**src/rtl/spi_pkg.sv**
```systemverilog
// Shared constants and types for the SPI responder: MODE bit positions,
// synchroniser depth and the frame-control FSM states.
package spi_pkg;

    localparam int CPOL_BIT    = 1;
    localparam int CPHA_BIT    = 0;
    localparam int SYNC_STAGES = 2;

    typedef enum logic [1:0] {
        WAIT_CS_HIGH,
        IDLE,
        SHIFT
    } state_e;

endpackage

```
**src/rtl/spi_sync_edge.sv**
```systemverilog
// Two-flop synchroniser for an asynchronous pin plus a registered change
// detector; the consumer decodes rise/fall from level_o and toggle_o.
module spi_sync_edge
    import spi_pkg::*;
#(
    parameter logic RST_VAL = 1'b0
) (
    input  logic clk,
    input  logic rst,
    input  logic d_i,
    output logic level_o,
    output logic toggle_o
);

    logic [SYNC_STAGES-1:0] sync_q;
    logic                   prev_q;

    always_ff @(posedge clk or posedge rst) begin
        if (rst) begin
            sync_q <= {SYNC_STAGES{RST_VAL}};
            prev_q <= RST_VAL;
        end else begin
            sync_q <= {sync_q[SYNC_STAGES-2:0], d_i};
            prev_q <= sync_q[SYNC_STAGES-1];
        end
    end

    assign level_o  = sync_q[SYNC_STAGES-1];
    assign toggle_o = level_o ^ prev_q;

endmodule

```
**src/rtl/spi_slave.sv**
```systemverilog
// SPI responder oversampling SCK/CS/MOSI on clk: MSB-first DATA_W-bit words,
// back-to-back words per frame, single-entry TX buffer and pulsed RX port.
module spi_slave
    import spi_pkg::*;
#(
    parameter logic [1:0] MODE   = 2'b00,
    parameter int         DATA_W = 8
) (
    input  logic              clk,
    input  logic              rst,
    input  logic              sck,
    input  logic              cs,
    input  logic              mosi,
    output logic              miso,
    output logic              miso_oe,
    input  logic [DATA_W-1:0] tx_data,
    input  logic              tx_valid,
    output logic              tx_ready,
    output logic [DATA_W-1:0] rx_data,
    output logic              rx_valid,
    output logic              tx_underrun,
    output logic              busy
);

    localparam logic CPOL       = MODE[CPOL_BIT];
    localparam logic CPHA       = MODE[CPHA_BIT];
    // Sample edge leaves SCK high for modes 0 and 3, low for modes 1 and 2.
    localparam logic SAMPLE_LVL = ~(CPOL ^ CPHA);
    localparam int   CNT_W      = $clog2(DATA_W);
    localparam logic [CNT_W-1:0] LAST_BIT = CNT_W'(DATA_W - 1);
    localparam int   SETTLE_W   = $clog2(SYNC_STAGES + 1);
    localparam logic [SETTLE_W-1:0] SETTLE_DONE = SETTLE_W'(SYNC_STAGES);

    logic sck_s, sck_tgl, cs_s, cs_tgl, mosi_s;
    logic sample_edge, shift_edge, cs_rise, cs_fall;
    logic [SYNC_STAGES-1:0] mosi_sync_q;

    state_e              state_q, state_d;
    logic [SETTLE_W-1:0] settle_q, settle_d;
    logic [DATA_W-1:0]   tx_sr_q, tx_sr_d, rx_sr_q, rx_sr_d, buf_q, buf_d;
    logic [CNT_W-1:0]    bit_cnt_q, bit_cnt_d;
    logic                skip_q, skip_d, load_pend_q, load_pend_d;
    logic                buf_full_q, buf_full_d;
    logic                load, tx_write, underrun_d, rx_done_d;
    logic                miso_q, oe_q, rx_done_q, rx_valid_q, underrun_q;
    logic [DATA_W-1:0]   rx_data_q;

    spi_sync_edge #(.RST_VAL(CPOL)) u_sck_sync (
        .clk(clk), .rst(rst), .d_i(sck), .level_o(sck_s), .toggle_o(sck_tgl)
    );
    spi_sync_edge #(.RST_VAL(1'b1)) u_cs_sync (
        .clk(clk), .rst(rst), .d_i(cs), .level_o(cs_s), .toggle_o(cs_tgl)
    );

    always_ff @(posedge clk or posedge rst) begin
        if (rst) mosi_sync_q <= '0;
        else     mosi_sync_q <= {mosi_sync_q[SYNC_STAGES-2:0], mosi};
    end

    assign mosi_s      = mosi_sync_q[SYNC_STAGES-1];
    assign sample_edge = sck_tgl && (sck_s == SAMPLE_LVL);
    assign shift_edge  = sck_tgl && (sck_s != SAMPLE_LVL);
    assign cs_rise     = cs_tgl && cs_s;
    assign cs_fall     = cs_tgl && !cs_s;

    always_comb begin
        state_d     = state_q;
        settle_d    = (settle_q == SETTLE_DONE) ? settle_q : settle_q + 1'b1;
        tx_sr_d     = tx_sr_q;
        rx_sr_d     = rx_sr_q;
        bit_cnt_d   = bit_cnt_q;
        skip_d      = skip_q;
        load_pend_d = load_pend_q;
        load        = 1'b0;
        rx_done_d   = 1'b0;
        case (state_q)
            // The synchronisers come out of reset showing CS high, so the
            // level is trusted only once the pin has propagated through them.
            WAIT_CS_HIGH: if (settle_q == SETTLE_DONE && cs_s) state_d = IDLE;
            IDLE: begin
                if (cs_fall) begin
                    state_d     = SHIFT;
                    load        = 1'b1;
                    bit_cnt_d   = '0;
                    skip_d      = CPHA;
                    load_pend_d = 1'b0;
                end
            end
            SHIFT: begin
                if (cs_rise) begin
                    state_d = IDLE;
                end else if (sample_edge) begin
                    rx_sr_d = {rx_sr_q[DATA_W-2:0], mosi_s};
                    if (bit_cnt_q == LAST_BIT) begin
                        bit_cnt_d   = '0;
                        rx_done_d   = 1'b1;
                        load_pend_d = 1'b1;
                    end else begin
                        bit_cnt_d = bit_cnt_q + 1'b1;
                    end
                end else if (shift_edge) begin
                    if (load_pend_q) begin
                        load        = 1'b1;
                        load_pend_d = 1'b0;
                    end else if (skip_q) begin
                        skip_d = 1'b0;
                    end else begin
                        tx_sr_d = tx_sr_q << 1;
                    end
                end
            end
            default: state_d = WAIT_CS_HIGH;
        endcase

        // A load always sees the buffer as it was before this cycle's write.
        underrun_d = load && !buf_full_q;
        if (load) tx_sr_d = buf_full_q ? buf_q : '0;
        tx_write   = tx_valid && !buf_full_q;
        buf_d      = tx_write ? tx_data : buf_q;
        buf_full_d = (buf_full_q && !load) || tx_write;
    end

    always_ff @(posedge clk or posedge rst) begin
        if (rst) begin
            state_q     <= WAIT_CS_HIGH;
            settle_q    <= '0;
            tx_sr_q     <= '0;
            bit_cnt_q   <= '0;
            skip_q      <= 1'b0;
            load_pend_q <= 1'b0;
            buf_full_q  <= 1'b0;
            miso_q      <= 1'b0;
            oe_q        <= 1'b0;
            rx_data_q   <= '0;
            rx_done_q   <= 1'b0;
            rx_valid_q  <= 1'b0;
            underrun_q  <= 1'b0;
        end else begin
            state_q     <= state_d;
            settle_q    <= settle_d;
            tx_sr_q     <= tx_sr_d;
            bit_cnt_q   <= bit_cnt_d;
            skip_q      <= skip_d;
            load_pend_q <= load_pend_d;
            buf_full_q  <= buf_full_d;
            miso_q      <= tx_sr_q[DATA_W-1];
            oe_q        <= (state_q == SHIFT);
            rx_done_q   <= rx_done_d;
            rx_valid_q  <= rx_done_q;
            underrun_q  <= underrun_d;
            if (rx_done_q) rx_data_q <= rx_sr_q;
        end
    end

    always_ff @(posedge clk) begin
        rx_sr_q <= rx_sr_d;
        buf_q   <= buf_d;
    end

    assign miso        = miso_q;
    assign miso_oe     = oe_q;
    assign tx_ready    = !buf_full_q;
    assign rx_data     = rx_data_q;
    assign rx_valid    = rx_valid_q;
    assign tx_underrun = underrun_q;
    assign busy        = (state_q == SHIFT);

endmodule

```
**config.mk**
```make
export PLATFORM = sky130hd
export DESIGN_NAME = spi_slave
export DESIGN_NICKNAME = d
export VERILOG_FILES = /design/src/rtl/spi_pkg.sv /design/src/rtl/spi_sync_edge.sv /design/src/rtl/spi_slave.sv
export SDC_FILE = /design/constraint.sdc
export NUM_CORES = 1
export LEC_CHECK = 0
export ABC_AREA = 1
export CAP_MARGIN = 5
export CORE_MARGIN = 5
export CORE_UTILIZATION = 54
export DETAILED_ROUTE_END_ITERATION = 8
export PLACE_DENSITY = 0.78
export SLEW_MARGIN = 20
export SYNTH_ARGS = -nofsm -noshare
export SYNTH_HDL_FRONTEND = slang
export SYNTH_SLANG_ARGS = --single-unit
```
**constraint.sdc**
```tcl
create_clock -name clk -period 3.4 [get_ports clk]
set_clock_uncertainty 0.05 [all_clocks]
set_input_delay 0.34 -clock clk [delete_from_list [all_inputs] [get_ports clk]]
set_output_delay 0.34 -clock clk [all_outputs]
set_load 0.02 [all_outputs]
```
==> results of run 1 <==
-- sequential cells by signal, indices dropped and copies added (netlist names) --
signal             cells
bit_cnt_q              3
buf_full_q             1
buf_q                  8
load_pend_q            1
miso                   1
miso_oe                1
mosi_sync_q            2
rx_data                8
rx_done_q              1
rx_sr_q                8
rx_valid               1
settle_q               2
state_q                2
tx_sr_q                8
tx_underrun            1
u_cs_sync.prev_q       1
u_cs_sync.sync_q       2
u_sck_sync.prev_q      1
u_sck_sync.sync_q      2
-- through the flow --
stage / util / power, mW / hold WS (ns)
6_report: 0.6899 / 1.742 / 0.1940
5_1_grt: 0.6899 / 1.852 / 0.2125
4_1_cts: 0.6899 / 1.752 / 0.2026
3_5_place_dp: 0.6542 / 1.269 / 0.2949
3_3_place_gp: 0.6542 / 1.242 / 0.2838
2_1_floorplan: - / 1.146 / 0.2812
-- cell type report --
class	count	share of cell area
Clock buffer	5	0.02684
Clock inverter	3	0.02489
Inverter	12	0.01757
Multi-Input combinational cell	103	0.2391
Sequential cell	54	0.5598
Tap cell	48	0.02343
Timing Repair Buffer	28	0.1083
-- logic make-up after synthesis --
family	after synthesis	synth area share
simple gates	74	0.1608
fa+ha+maj	8	0.04728
buf+inv	16	0.03250
xor+xnor	1	0.004138
flops	54	0.6779
compound gates	12	0.03487
mux	8	0.04255
-- layer usage --
metal / track usage / vias to the layer above
met5: 0 / -
met4: 0.05533 / 0
met3: 0.05510 / 7
met2: 0.2485 / 43
met1: 0.1774 / 648
li1: - / 642
-- worst max-delay path, cell delays in order, from the launching register on --
cell and delay (ns):
dfrtp_1 0.44, inv_1 0.12, ha_1 0.48, clkdlybuf4s50_1 0.71
-- Yosys cell counts (all sizes together) (2+ instances only) --
library cell / count
nand3: 19
dfstp: 3
o21ai: 10
edfxtp: 16
dfrtp: 35
clkbuf: 2
buf: 2
ha: 8
inv: 12
mux2: 8
nor2: 10
nand2: 39
nand4: 5
-- worst min-delay path by stage --
stage,to,slack (ns),start
2_1_floorplan,mosi_sync_q[1],0.28,mosi_sync_q[0]
3_3_place_gp,mosi_sync_q[1],0.28,mosi_sync_q[0]
3_5_place_dp,mosi_sync_q[1],0.29,mosi_sync_q[0]
4_1_cts,miso,0.20,rst
5_1_grt,tx_sr_q[7],0.21,rst
6_report,miso,0.19,rst
-- report_power, final --
group	switching, mW	internal, mW
Clock	0.192	0.291
Combinational	0.258	0.155
Sequential	0.0657	0.780
==> impl_metrics.yaml, run 1 <==
run_status:
  status: "finished clean"
clock_network:
  postCtsSetupBuffers: 0
  ctsHoldBuffers: 0
  clk_pin_slew_worst_paths_ns: 0.09
  clock_latency_ns: 0.30
  cts-buffers-inserted: 5
  cts-root-buf: "clkbuf_8"
  clkSinkCount: 54
  clockBufferDepth: 2
  cts.repair.resized: 0
  htree_levels: 2
  cts_tree: "yes"
floorplanning:
  row_count: 22
  dieArea_um2: 5273
  initial_utilization: 0.5697
  io_pins: 28
  die_x_um: 72.62
  fp.coreArea_um2: 3716
  die_h_um: 72.62
route:
  highest_layer: "met4"
  dr.pass1.iters: 4
  postRouteAntennaNets: 0
  initialDrtViolationCount: 89
  post_drt_wl_per_cell_um: 13.56
  drt-met1-wl_mm: 1.399
  dr_wl_met3_um: 250
  drc: 0
  drt-total-wl_mm: 3.430
  num_vias: 1340
  route.met2.wl_mm: 1.730
  vias_per_cell: 5.296
synthesis:
  synthCells: 173
  seq_area_frac_synth: 0.6779
  yosysTopAreaCellShare: 0.4137
  synth_cell_types: 24
  synth_largest_area_cell: "dfrtp_1"
  ys_seq_elements: 54
  synth_edf_count: 16
  synthFlopType: "dfrtp_1"
  yosys-top-cells-area: "dfrtp_1 (41%), edfxtp_1 (23%), nand2_1 (6.4%)"
  ys_warn_count: 0
  synthesis.nets: 195
  syn_area_um2: 2117
  avgSynthCellArea_um2: 12.24
  async_reset_ff_frac: 0.7037
placed_design:
  gp_congestion: 0.8621
  dp.cells: 245
  place_area_um2: 2431
  portBuffers: 27
  dp_slack_ns: 1.321
  dp_hpwl_mm: 2.539
worst_setup_path:
  rr_startpoint: "state_q[0]"
  reg2regPathDepth: 4
  crit_start: "state_q[0]"
  worst-path-max-fanout: 14
  arrival_ns: 2.03
  required_ns: 3.01
  endpoint_kind: "primary output"
  critPathKind: "register to primary output"
  r2r_end: "rx_sr_q[7]"
  endpoint: "busy"
  regToRegSetupSlack_ns: 1.33
  worstSetupStartpointType: "register"
cells_and_area:
  final_cell_mix: "nand2_1 (36), dfrtp_1 (35), clkdlybuf4s50_1 (27)"
  regArea_um2: 1435
  diodes: 0
  fin_cells: 253
  layout_commonest_cell: "nand2_1"
  nFillCells: 278
  multi_input_area_um2: 613.1
  syn_to_final_growth_pct: 21.10
  fin_nets: 226
  stdcell_area_um2: 2564
  drive_gt1_frac: 0.1220
sta:
  min_period_over_period: 0.7132
  setup-tns-final_ns: 0
  slew_viol_final: 0
  rsz0062_at_grt: "no"
  period_minus_slack_ns: 2.425
  layout_setup_ws_ns: 0.9750
  finalSetupViolCount: 0
  worst_slew_pin_slew_ns: 0.6210
  final-hold-violation-count: 0
  slew_headroom: 0.5845
  fmaxAchievable_mhz: 412.4
worst_hold_path:
  hold_path_class: "primary input to async pin"
power_and_ir_drop:
  p_per_area_nw_per_um2: 679.4
  power_leakage_nw: 1.163
  peakVddDrop_v: 0.0003936
global_route:
  first_global_vias: 1332
  grt_max_degree: 34
  overflow: 0
  grt_usage: 0.1495
  grt_pass1_wl_mm: 6.023
  grt_antenna_before_repair: 0
flow_run:
  max-cap-violations: 0
(Power assumes the default switching activity.)
==> run 2: changes to the inputs <==
CORE_UTILIZATION = 48   (was 54)
PLACE_DENSITY = 0.74   (was 0.78)
clock period = 2.2 ns   (was 3.4 ns; I/O delays follow)
==> run 2 against run 1 <==
  * Die area rose by 11%
  * Non-clock buffer count rose by 2
  * Sequential share of layout area rose by 0.50 points
  * Power rose by 43%
  * Final area fell by 0.88%
  * Critical path type unchanged
  * Largest cell class unchanged
  * Largest power group unchanged
==> impl_metrics.yaml, run 2 (same netlist as run 1, synthesis figures left out) <==
run_status:
  status: "finished clean"
sta:
  period_minus_slack_ns: 1.991
  finalSetupViolCount: 0
  setup-tns-final_ns: 0
  min_period_over_period: 0.9049
  worst_slew_pin_slew_ns: 0.5700
  final-hold-violation-count: 0
  slew_headroom: 0.6186
  fmaxAchievable_mhz: 502.3
  slew_viol_final: 0
  rsz0062_at_grt: "no"
placed_design:
  place_area_um2: 2451
  portBuffers: 27
  dp_hpwl_mm: 2.388
  gp_congestion: 0.7737
floorplanning:
  fp.coreArea_um2: 4324
  die_x_um: 76.41
  die_h_um: 76.41
  initial_utilization: 0.4896
  row_count: 24
  dieArea_um2: 5838
  io_pins: 28
route:
  initialDrtViolationCount: 60
  dr.pass1.iters: 4
  drc: 0
  drt-total-wl_mm: 3.230
  vias_per_cell: 4.842
  postRouteAntennaNets: 0
  num_vias: 1254
  post_drt_wl_per_cell_um: 12.47
clock_network:
  cts.repair.resized: 0
  cts-buffers-inserted: 5
  clk_pin_slew_worst_paths_ns: 0.09
  cts_tree: "yes"
  cts-root-buf: "clkbuf_8"
  ctsHoldBuffers: 0
  clock_latency_ns: 0.29
  htree_levels: 2
  clockBufferDepth: 2
  clkSinkCount: 54
  postCtsSetupBuffers: 0
global_route:
  first_global_vias: 1284
  grt_max_degree: 39
  grt.busiest_layer: "met2"
  grt_use_met3: 0.02837
  overflow: 0
  use_met1: 0.1465
  use_met2: 0.2003
  grt_usage: 0.1175
  grt_antenna_before_repair: 0
  grt_pass1_wl_mm: 5.692
power_and_ir_drop:
  peakVddDrop_v: 0.0005536
  p_per_area_nw_per_um2: 979.0
  power_leakage_nw: 1.154
worst_setup_path:
  reg2regPathDepth: 9
  worst-path-max-fanout: 6
  slowest_delay_ns: 0.64
  endpoint_kind: "primary output"
  regToRegSetupSlack_ns: 0.41
  rr_startpoint: "state_q[0]"
  r2r_end: "tx_sr_q[0]"
  critPathKind: "register to primary output"
  cp_slowest_cell: "clkdlybuf4s50_1"
  crit_chain: "inv_1, ha_1, clkdlybuf4s50_1"
  worstSetupStartpointType: "register"
  required_ns: 1.93
  arrival_ns: 1.72
cells_and_area:
  regArea_um2: 1435
  diodes: 0
  layout_commonest_cell: "nand2_1"
  multi_input_area_um2: 613.1
  stdcell_area_um2: 2541
  syn_to_final_growth_pct: 20.04
  fin_nets: 228
  drive_gt1_frac: 0.1256
  final_cell_mix: "nand2_1 (36), dfrtp_1 (35), clkdlybuf4s50_1 (27)"
  nFillCells: 368
worst_hold_path:
  hold_path_class: "primary input to async pin"
flow_run:
  max-cap-violations: 0
-- run 2: cell count changes in the layout (fill, tap and decap cells not counted), sizes merged --
cell | previous run | this run
buf | 1 | 3
bufinv | 2 | 0
clkbuf | 5 | 6
clkinv | 1 | 2
-- run 2: final cells by class --
class / count / area share
clock buffer: 6 / 0.03250
tap: 52 / 0.02560
sequential: 54 / 0.5647
clock inverter: 2 / 0.002954
multi-input combinational: 103 / 0.2413
timing repair buffer: 30 / 0.1152
inverter: 12 / 0.01773
-- run 2: per-stage QoR --
| stage | power (mW) | setup WS, ns | utilization | hold slack [ns] | std cells |
|---|---|---|---|---|---|
| detailed placement | 1.983 | 0.4369 | 0.5668 | 0.2865 | 251 |
| global route | 2.655 | 0.1201 | 0.5877 | 0.2782 | 259 |
| global placement | 1.961 | 0.5075 | 0.5668 | 0.2812 | 251 |
| CTS | 2.515 | 0.1936 | 0.5877 | 0.2794 | 259 |
| finish | 2.488 | 0.2092 | 0.5877 | 0.2828 | 259 |
| floorplan | 1.771 | 0.2619 | - | 0.1745 | 173 |
-- run 2: report_power, final --
| group | internal (mW) | switching [mW] |
|---|---|---|
| registers | 1.20 | 0.103 |
| logic | 0.252 | 0.393 |
| clock network | 0.248 | 0.287 |
-- run 2: worst max path at each step --
stage | startpoint | endpoint | slack [ns]
2_1_floorplan | state_q[0] | rx_sr_q[0] | 0.26
3_3_place_gp | state_q[0] | tx_sr_q[0] | 0.51
3_5_place_dp | state_q[0] | tx_sr_q[0] | 0.44
4_1_cts | state_q[0] | busy | 0.19
5_1_grt | state_q[0] | busy | 0.12
6_report | state_q[0] | busy | 0.21
-- run 2: worst max-delay path: cells and delay by family (launching register included) --
kind	cells	cell delay, ns
fa+ha+maj	1	0.25
flops	1	0.44
buf+inv	2	0.74
-- run 2: routing by layer --
metal	wire length (um)	part of all wire	vias up
li1	-	-	642
met1	1491	0.46	577
met2	1552	0.48	33
met3	178	0.055	2
met4	7	0.0022	0
met5	0	0	-
==> run 3: changes to the inputs <==
SLEW_MARGIN = 10   (was 20)
==> results of run 3 <==
The final DEF is identical to that of run 2; final timing and power are the same.
